`config.mk`:
```
export PLATFORM = sky130hd
export DESIGN_NAME = alu_command_issuer_flat
export DESIGN_NICKNAME = d
export VERILOG_FILES = /design/src/rtl/alu_command_issuer_if.sv /design/src/rtl/alu_command_issuer.sv /design/src/flat_wrapper.sv
export SDC_FILE = /design/constraint.sdc
export NUM_CORES = 1
export LEC_CHECK = 0
export CORE_ASPECT_RATIO = 1.5
export CORE_MARGIN = 10
export CORE_UTILIZATION = 45
export DETAILED_ROUTE_END_ITERATION = 10
export PLACE_DENSITY_LB_ADDON = 0.12
export SYNTH_ARGS = -nofsm -noshare
export SYNTH_HDL_FRONTEND = slang
export SYNTH_SLANG_ARGS = --single-unit
export TNS_END_PERCENT = 5
```
`constraint.sdc`:
```
create_clock -name clk -period 1.85 [get_ports clk]
set_input_delay 0.37 -clock clk [delete_from_list [all_inputs] [get_ports clk]]
set_output_delay 0.37 -clock clk [all_outputs]
set_load 0.01 [all_outputs]
```
`src/rtl/alu_command_issuer_if.sv`:
```
// ============================================================================
// Module  : alu_command_issuer_if
// Brief   : Request/response handshake bundle for the ALU command issuer.
// Revision: 1.0 - initial release
// ============================================================================
`default_nettype none

interface alu_command_issuer_if;
  logic        req_valid;
  logic        req_ready;
  logic [5:0]  req_op;      // {wide, funsel[4:0]}
  logic [31:0] req_a;
  logic [31:0] req_b;
  logic        rsp_valid;
  logic        rsp_ready;
  logic [31:0] rsp_result;
  logic [3:0]  rsp_flags;   // {Z, C, N, O}
  logic        rsp_err;

  modport master (
    output req_valid, req_op, req_a, req_b, rsp_ready,
    input  req_ready, rsp_valid, rsp_result, rsp_flags, rsp_err
  );

  modport slave (
    input  req_valid, req_op, req_a, req_b, rsp_ready,
    output req_ready, rsp_valid, rsp_result, rsp_flags, rsp_err
  );
endinterface

`default_nettype wire

```
`src/rtl/alu_command_issuer.sv`:
```
// ============================================================================
// Module  : alu_command_issuer
// Brief   : Issues 16-bit ops (or ADD/ADC pairs for 32-bit adds) to an ALU.
// Revision: 1.0 - initial release
// ============================================================================
`default_nettype none

module alu_command_issuer (
  input  wire logic             clk,
  input  wire logic             rst,
  alu_command_issuer_if.slave   bus,
  output logic [15:0]           o_alu_a,
  output logic [15:0]           o_alu_b,
  output logic [4:0]            o_alu_funsel,
  output logic                  o_alu_wf,
  input  wire logic [15:0]      i_alu_out,
  input  wire logic [3:0]       i_alu_flags
);

  localparam logic [4:0] c_FS_ADD  = 5'b10100;
  localparam logic [4:0] c_FS_ADC  = 5'b10101;
  localparam logic [4:0] c_FS_IDLE = 5'b10000;

  typedef enum logic [2:0] {
    S_IDLE     = 3'd0,
    S_ISSUE_LO = 3'd1,
    S_CAPT_LO  = 3'd2,
    S_ISSUE_HI = 3'd3,
    S_CAPT_HI  = 3'd4,
    S_RESP     = 3'd5
  } state_t;

  state_t      r_state;
  state_t      w_next;
  logic [5:0]  r_op;
  logic [31:0] r_a;
  logic [31:0] r_b;
  logic [31:0] r_result;
  logic [3:0]  r_flags;
  logic        r_err;
  logic        r_zlo;
  logic        w_accept;
  logic        w_legal;

  assign w_accept = bus.req_valid && (r_state == S_IDLE);
  // Only the 32-bit add is defined for wide requests.
  assign w_legal  = !bus.req_op[5] || (bus.req_op[4:0] == c_FS_ADD);

  assign bus.req_ready  = (r_state == S_IDLE);
  assign bus.rsp_valid  = (r_state == S_RESP);
  assign bus.rsp_result = r_result;
  assign bus.rsp_flags  = r_flags;
  assign bus.rsp_err    = r_err;

  always_comb begin
    w_next       = r_state;
    o_alu_a      = 16'h0000;
    o_alu_b      = 16'h0000;
    o_alu_funsel = c_FS_IDLE;
    o_alu_wf     = 1'b0;
    case (r_state)
      S_IDLE: begin
        if (w_accept) w_next = w_legal ? S_ISSUE_LO : S_RESP;
      end
      S_ISSUE_LO: begin
        o_alu_a      = r_a[15:0];
        o_alu_b      = r_b[15:0];
        o_alu_funsel = r_op[4:0];
        o_alu_wf     = 1'b1;
        w_next       = S_CAPT_LO;
      end
      S_CAPT_LO: w_next = r_op[5] ? S_ISSUE_HI : S_RESP;
      S_ISSUE_HI: begin
        o_alu_a      = r_a[31:16];
        o_alu_b      = r_b[31:16];
        o_alu_funsel = c_FS_ADC;
        o_alu_wf     = 1'b1;
        w_next       = S_CAPT_HI;
      end
      S_CAPT_HI: w_next = S_RESP;
      S_RESP: begin
        if (bus.rsp_ready) w_next = S_IDLE;
      end
      default: w_next = S_IDLE;
    endcase
  end

  always_ff @(posedge clk) begin
    if (rst) begin
      r_state  <= S_IDLE;
      r_op     <= 6'd0;
      r_a      <= 32'd0;
      r_b      <= 32'd0;
      r_result <= 32'd0;
      r_flags  <= 4'd0;
      r_err    <= 1'b0;
      r_zlo    <= 1'b0;
    end else begin
      r_state <= w_next;
      case (r_state)
        S_IDLE: begin
          if (w_accept) begin
            r_op     <= bus.req_op;
            r_a      <= bus.req_a;
            r_b      <= bus.req_b;
            r_result <= 32'd0;
            r_flags  <= 4'd0;
            r_err    <= !w_legal;
          end
        end
        S_ISSUE_LO: r_result[15:0] <= i_alu_out;
        S_CAPT_LO: begin
          // ALU flags are registered on WF, so they are valid one cycle after the issue.
          if (r_op[5]) r_zlo   <= i_alu_flags[3];
          else         r_flags <= i_alu_flags;
        end
        S_ISSUE_HI: r_result[31:16] <= i_alu_out;
        S_CAPT_HI: r_flags <= {r_zlo & i_alu_flags[3], i_alu_flags[2:0]};
        default: ;
      endcase
    end
  end

endmodule

`default_nettype wire

```
`src/flat_wrapper.sv`:
```
// flat-port wrapper written by rule: the top's interface ports become plain ports
module alu_command_issuer_flat 
  (clk, rst, o_alu_a, o_alu_b, o_alu_funsel, o_alu_wf, i_alu_out, i_alu_flags, bus_req_valid, bus_req_op, bus_req_a, bus_req_b, bus_rsp_ready, bus_req_ready, bus_rsp_valid, bus_rsp_result, bus_rsp_flags, bus_rsp_err);
  alu_command_issuer_if bus_i ();
  input  wire logic clk;
  input  wire logic rst;
  output logic [15:0] o_alu_a;
  output logic [15:0] o_alu_b;
  output logic [4:0] o_alu_funsel;
  output logic o_alu_wf;
  input  wire logic [15:0] i_alu_out;
  input  wire logic [3:0] i_alu_flags;
  input wire logic [$bits(bus_i.req_valid)-1:0] bus_req_valid;
  input wire logic [$bits(bus_i.req_op)-1:0] bus_req_op;
  input wire logic [$bits(bus_i.req_a)-1:0] bus_req_a;
  input wire logic [$bits(bus_i.req_b)-1:0] bus_req_b;
  input wire logic [$bits(bus_i.rsp_ready)-1:0] bus_rsp_ready;
  output wire logic [$bits(bus_i.req_ready)-1:0] bus_req_ready;
  output wire logic [$bits(bus_i.rsp_valid)-1:0] bus_rsp_valid;
  output wire logic [$bits(bus_i.rsp_result)-1:0] bus_rsp_result;
  output wire logic [$bits(bus_i.rsp_flags)-1:0] bus_rsp_flags;
  output wire logic [$bits(bus_i.rsp_err)-1:0] bus_rsp_err;
  assign bus_i.req_valid = bus_req_valid;
  assign bus_i.req_op = bus_req_op;
  assign bus_i.req_a = bus_req_a;
  assign bus_i.req_b = bus_req_b;
  assign bus_i.rsp_ready = bus_rsp_ready;
  assign bus_req_ready = bus_i.req_ready;
  assign bus_rsp_valid = bus_i.rsp_valid;
  assign bus_rsp_result = bus_i.rsp_result;
  assign bus_rsp_flags = bus_i.rsp_flags;
  assign bus_rsp_err = bus_i.rsp_err;
  alu_command_issuer u_core (.clk(clk), .rst(rst), .bus(bus_i), .o_alu_a(o_alu_a), .o_alu_b(o_alu_b), .o_alu_funsel(o_alu_funsel), .o_alu_wf(o_alu_wf), .i_alu_out(i_alu_out), .i_alu_flags(i_alu_flags));
endmodule
```
==> flow_metrics.tcl <==
set metrics [dict create \
    die_w_um 103.3 \
    timing.final.crit_share 1.013 \
    regArea_sq_um 2231 \
    critPathMaxFanout 13 \
    grt_antenna_before_repair 0 \
    initial_core_util 0.4616 \
    synth-async-reset-ratio 0 \
    dpl.hpwl_mm 10.41 \
    hold_class "in2reg" \
    hold_buffers 0 \
    grt_max_degree 53 \
    rsz0062_at_grt "yes" \
    synth_cell_type_count 34 \
    coreArea_sq_um 10130 \
    setup_slack_ps -23.94 \
    syn_area_per_cell_sq_um 7.916 \
    setup_viol 4 \
    crit_type "reg2out" \
    track_usage 0.1851 \
    fin_worst_skew_ps 7.801 \
    synth_area_sq_um 4678 \
    violations "negative setup slack" \
    clockBufferDepth 2 \
    seq_area_frac_synth 0.4750 \
    cp.required_ps 1480 \
    drive_above_1_share 0.1201 \
    die_y_um 144.9 \
    period_needed_ps 1874 \
    clk_root_buffer_cell "clkbuf_16" \
    ir_drop_mv 0.6354 \
    worst_setup_path_end_kind "output port" \
    slew_headroom 0.7491 \
    htreeDepth 3 \
    drv_slew 0 \
    clock-sinks 111 \
    start_kind "flip-flop" \
    grt_pass1_vias 4539 \
    multi_input_area_sq_um 2191 \
    dp_slack_ps -110.7 \
    insertion_delay_ps 360 \
    grt_pass1_wl_mm 22.09 \
    drc 0 \
    drt_iter0_markers 166 \
    first_pass_iters 5 \
    nets 847 \
    port_buffers 170 \
    syn-num-nets 685 \
    grt-ovfl-total 0 \
    ios 171 \
    nFillCells 865 \
    tightest_slew_ps 376.3 \
    hold_viol 0 \
    synth-seq-cells 111 \
    status "finished with violations" \
    area_growth_pct 46.99 \
    cap_violations 0 \
    vias 4567 \
    dieArea_sq_um 14960 \
    wl_per_cell_um 16.49 \
    antenna_cells 0 \
    arrival_ps 1500 \
    via_per_inst 5.219 \
    gp_congestion 0.8218 \
    wl_mm 14.43 \
    p_total_mw 6.407 \
    powerDensity_nw_per_um2 931.7 \
    clkTransAtPathRegs_ps 70 \
    ys_warn_count 0 \
    clock.fmax_mhz 533.6 \
    syn_inst 591 \
    cts_buffers 9 \
    synth-main-ff-cell "dfxtp_1" \
    std_cell_rows 45 \
    p_leak_nw 2.509 \
    synth_edf_count 0 \
    cts_tree "built" \
    antenna_left 0 \
]
[final timing paths]
check                           slack, ps  cells after the start                           start                               endpoint
worst max register to register         30                      6  u_core.r_state[1]$_SDFFE_PP0P_  u_core.bus.rsp_result[5]$_SDFFE_PP0P_
worst max-delay path                  -20                      4  u_core.r_state[1]$_SDFFE_PP0P_                             o_alu_a[7]
worst min-delay path                  310                      2                             rst  u_core.bus.rsp_result[1]$_SDFFE_PP0P_
worst min register to register        450                      2      u_core.r_b[3]$_SDFFE_PP0P_             u_core.r_b[3]$_SDFFE_PP0P_
[layout by cell type (no fill, tap or decap), types with 2 or more instances in the layout]
| cell type | netlist | routed |
|---|---|---|
| a21oi_1 | 107 | 107 |
| a221oi_1 | 2 | 2 |
| and2_1 | 2 | 2 |
| and3b_1 | 2 | 2 |
| buf_12 | 0 | 9 |
| buf_2 | 19 | 10 |
| buf_4 | 1 | 20 |
| clkbuf_16 | 0 | 10 |
| clkbuf_2 | 0 | 9 |
| clkdlybuf4s15_1 | 0 | 8 |
| clkdlybuf4s15_2 | 0 | 9 |
| clkdlybuf4s50_1 | 0 | 129 |
| clkinvlp_4 | 0 | 2 |
| dfxtp_1 | 111 | 108 |
| dfxtp_4 | 0 | 2 |
| dlygate4sd2_1 | 0 | 5 |
| inv_1 | 5 | 5 |
| inv_6 | 0 | 2 |
| mux2i_1 | 34 | 30 |
| mux2i_2 | 0 | 4 |
| nand2_1 | 173 | 173 |
| nand2b_1 | 4 | 3 |
| nand3_1 | 32 | 32 |
| nor2_1 | 40 | 40 |
| nor2b_1 | 2 | 2 |
| nor3b_1 | 2 | 2 |
| o2111ai_1 | 3 | 3 |
| o211ai_1 | 2 | 2 |
| o311ai_0 | 4 | 4 |
| or4b_2 | 2 | 2 |
[cell families (layout without fill, tap and decap cells)]
| logic type | after synthesis | after routing | synth area share |
|---|---|---|---|
| multiplexers | 34 | 34 | 0.07275 |
| flip-flops | 111 | 111 | 0.4750 |
| XOR/XNOR | 1 | 1 | 0.001873 |
| buffers and inverters | 56 | 223 | 0.06526 |
| AO/OA/AOI/OAI | 122 | 122 | 0.1420 |
| AND/OR/NAND/NOR | 267 | 267 | 0.2431 |
[worst max-delay path: stages, from the launching register on]
cell             delay (ps)
dfxtp_4                 440
buf_8                   180
mux2i_2                 230
nor2_1                   60
clkdlybuf4s15_1         240
[area by class of cell]
type                            instances  area share
Timing Repair Buffer                  202      0.2898
Inverter                                5    0.002729
Clock buffer                           10     0.03330
Clock inverter                          6    0.009825
Tap cell                              117     0.02129
Sequential cell                       111      0.3244
Multi-Input combinational cell        424      0.3186
[power by group]
part / switching (mW) / internal (mW)
Sequential: 0.134 / 2.62
Clock: 0.906 / 1.06
Combinational: 0.875 / 0.816
Total: 1.92 / 4.49
[cell usage after synthesis (all sizes together), types with 3 or more instances]
cell type | instances | share of area
dfxtp | 111 | 0.47
clkbuf | 22 | 0.018
nor2 | 40 | 0.032
or4b | 3 | 0.0064
mux2i | 34 | 0.073
nor3b | 3 | 0.0059
nand3 | 32 | 0.034
o311ai | 4 | 0.0075
buf | 29 | 0.044
nand2 | 173 | 0.14
nand2b | 4 | 0.0053
inv | 5 | 0.0040
a21oi | 107 | 0.11
o2111ai | 3 | 0.0056
[flip-flops by register name, summed over array words and instances (netlist names)]
name and count:
u_core.r_state 3, u_core.r_a 32, u_core.bus.rsp_result 32, u_core.bus.rsp_flags 4, u_core.r_op 6, u_core.r_zlo 1, u_core.bus.rsp_err 1, u_core.r_b 32
[per-stage QoR]
stage / hold WS [ps] / area (sq um) / instances / utilization / TNS (ps)
floorplan: 431.2 / 4678 / 591 / - / 0
global placement: 439.1 / 6566 / 854 / 0.6479 / -2462
detailed placement: 442.9 / 6566 / 854 / 0.6479 / -4152
CTS: 312.3 / 6878 / 872 / 0.6786 / -50.99
global route: 329.1 / 6877 / 875 / 0.6785 / -799.8
finish: 312.5 / 6877 / 875 / 0.6785 / -40.36
[per-layer routing]
| layer | part of all wire | vias up | wire [um] | track usage |
|---|---|---|---|---|
| met5 | 0 | - | 0 | 0 |
| met4 | 0.023 | 0 | 327 | 0.08082 |
| met3 | 0.068 | 23 | 986 | 0.05316 |
| met2 | 0.51 | 132 | 7351 | 0.3247 |
| met1 | 0.40 | 2115 | 5767 | 0.1998 |
| li1 | - | 2297 | - | - |
[timing repair]
action | CTS | global route
setup buffers | 2 | 2
setup endpoints to repair | 40 | 34
gates cloned | 0 | 1
hold endpoints to repair | 0 | 0
pin swaps | 0 | 0
gates resized for setup | 104 | 21
Power figures use the tool's default switching activity.
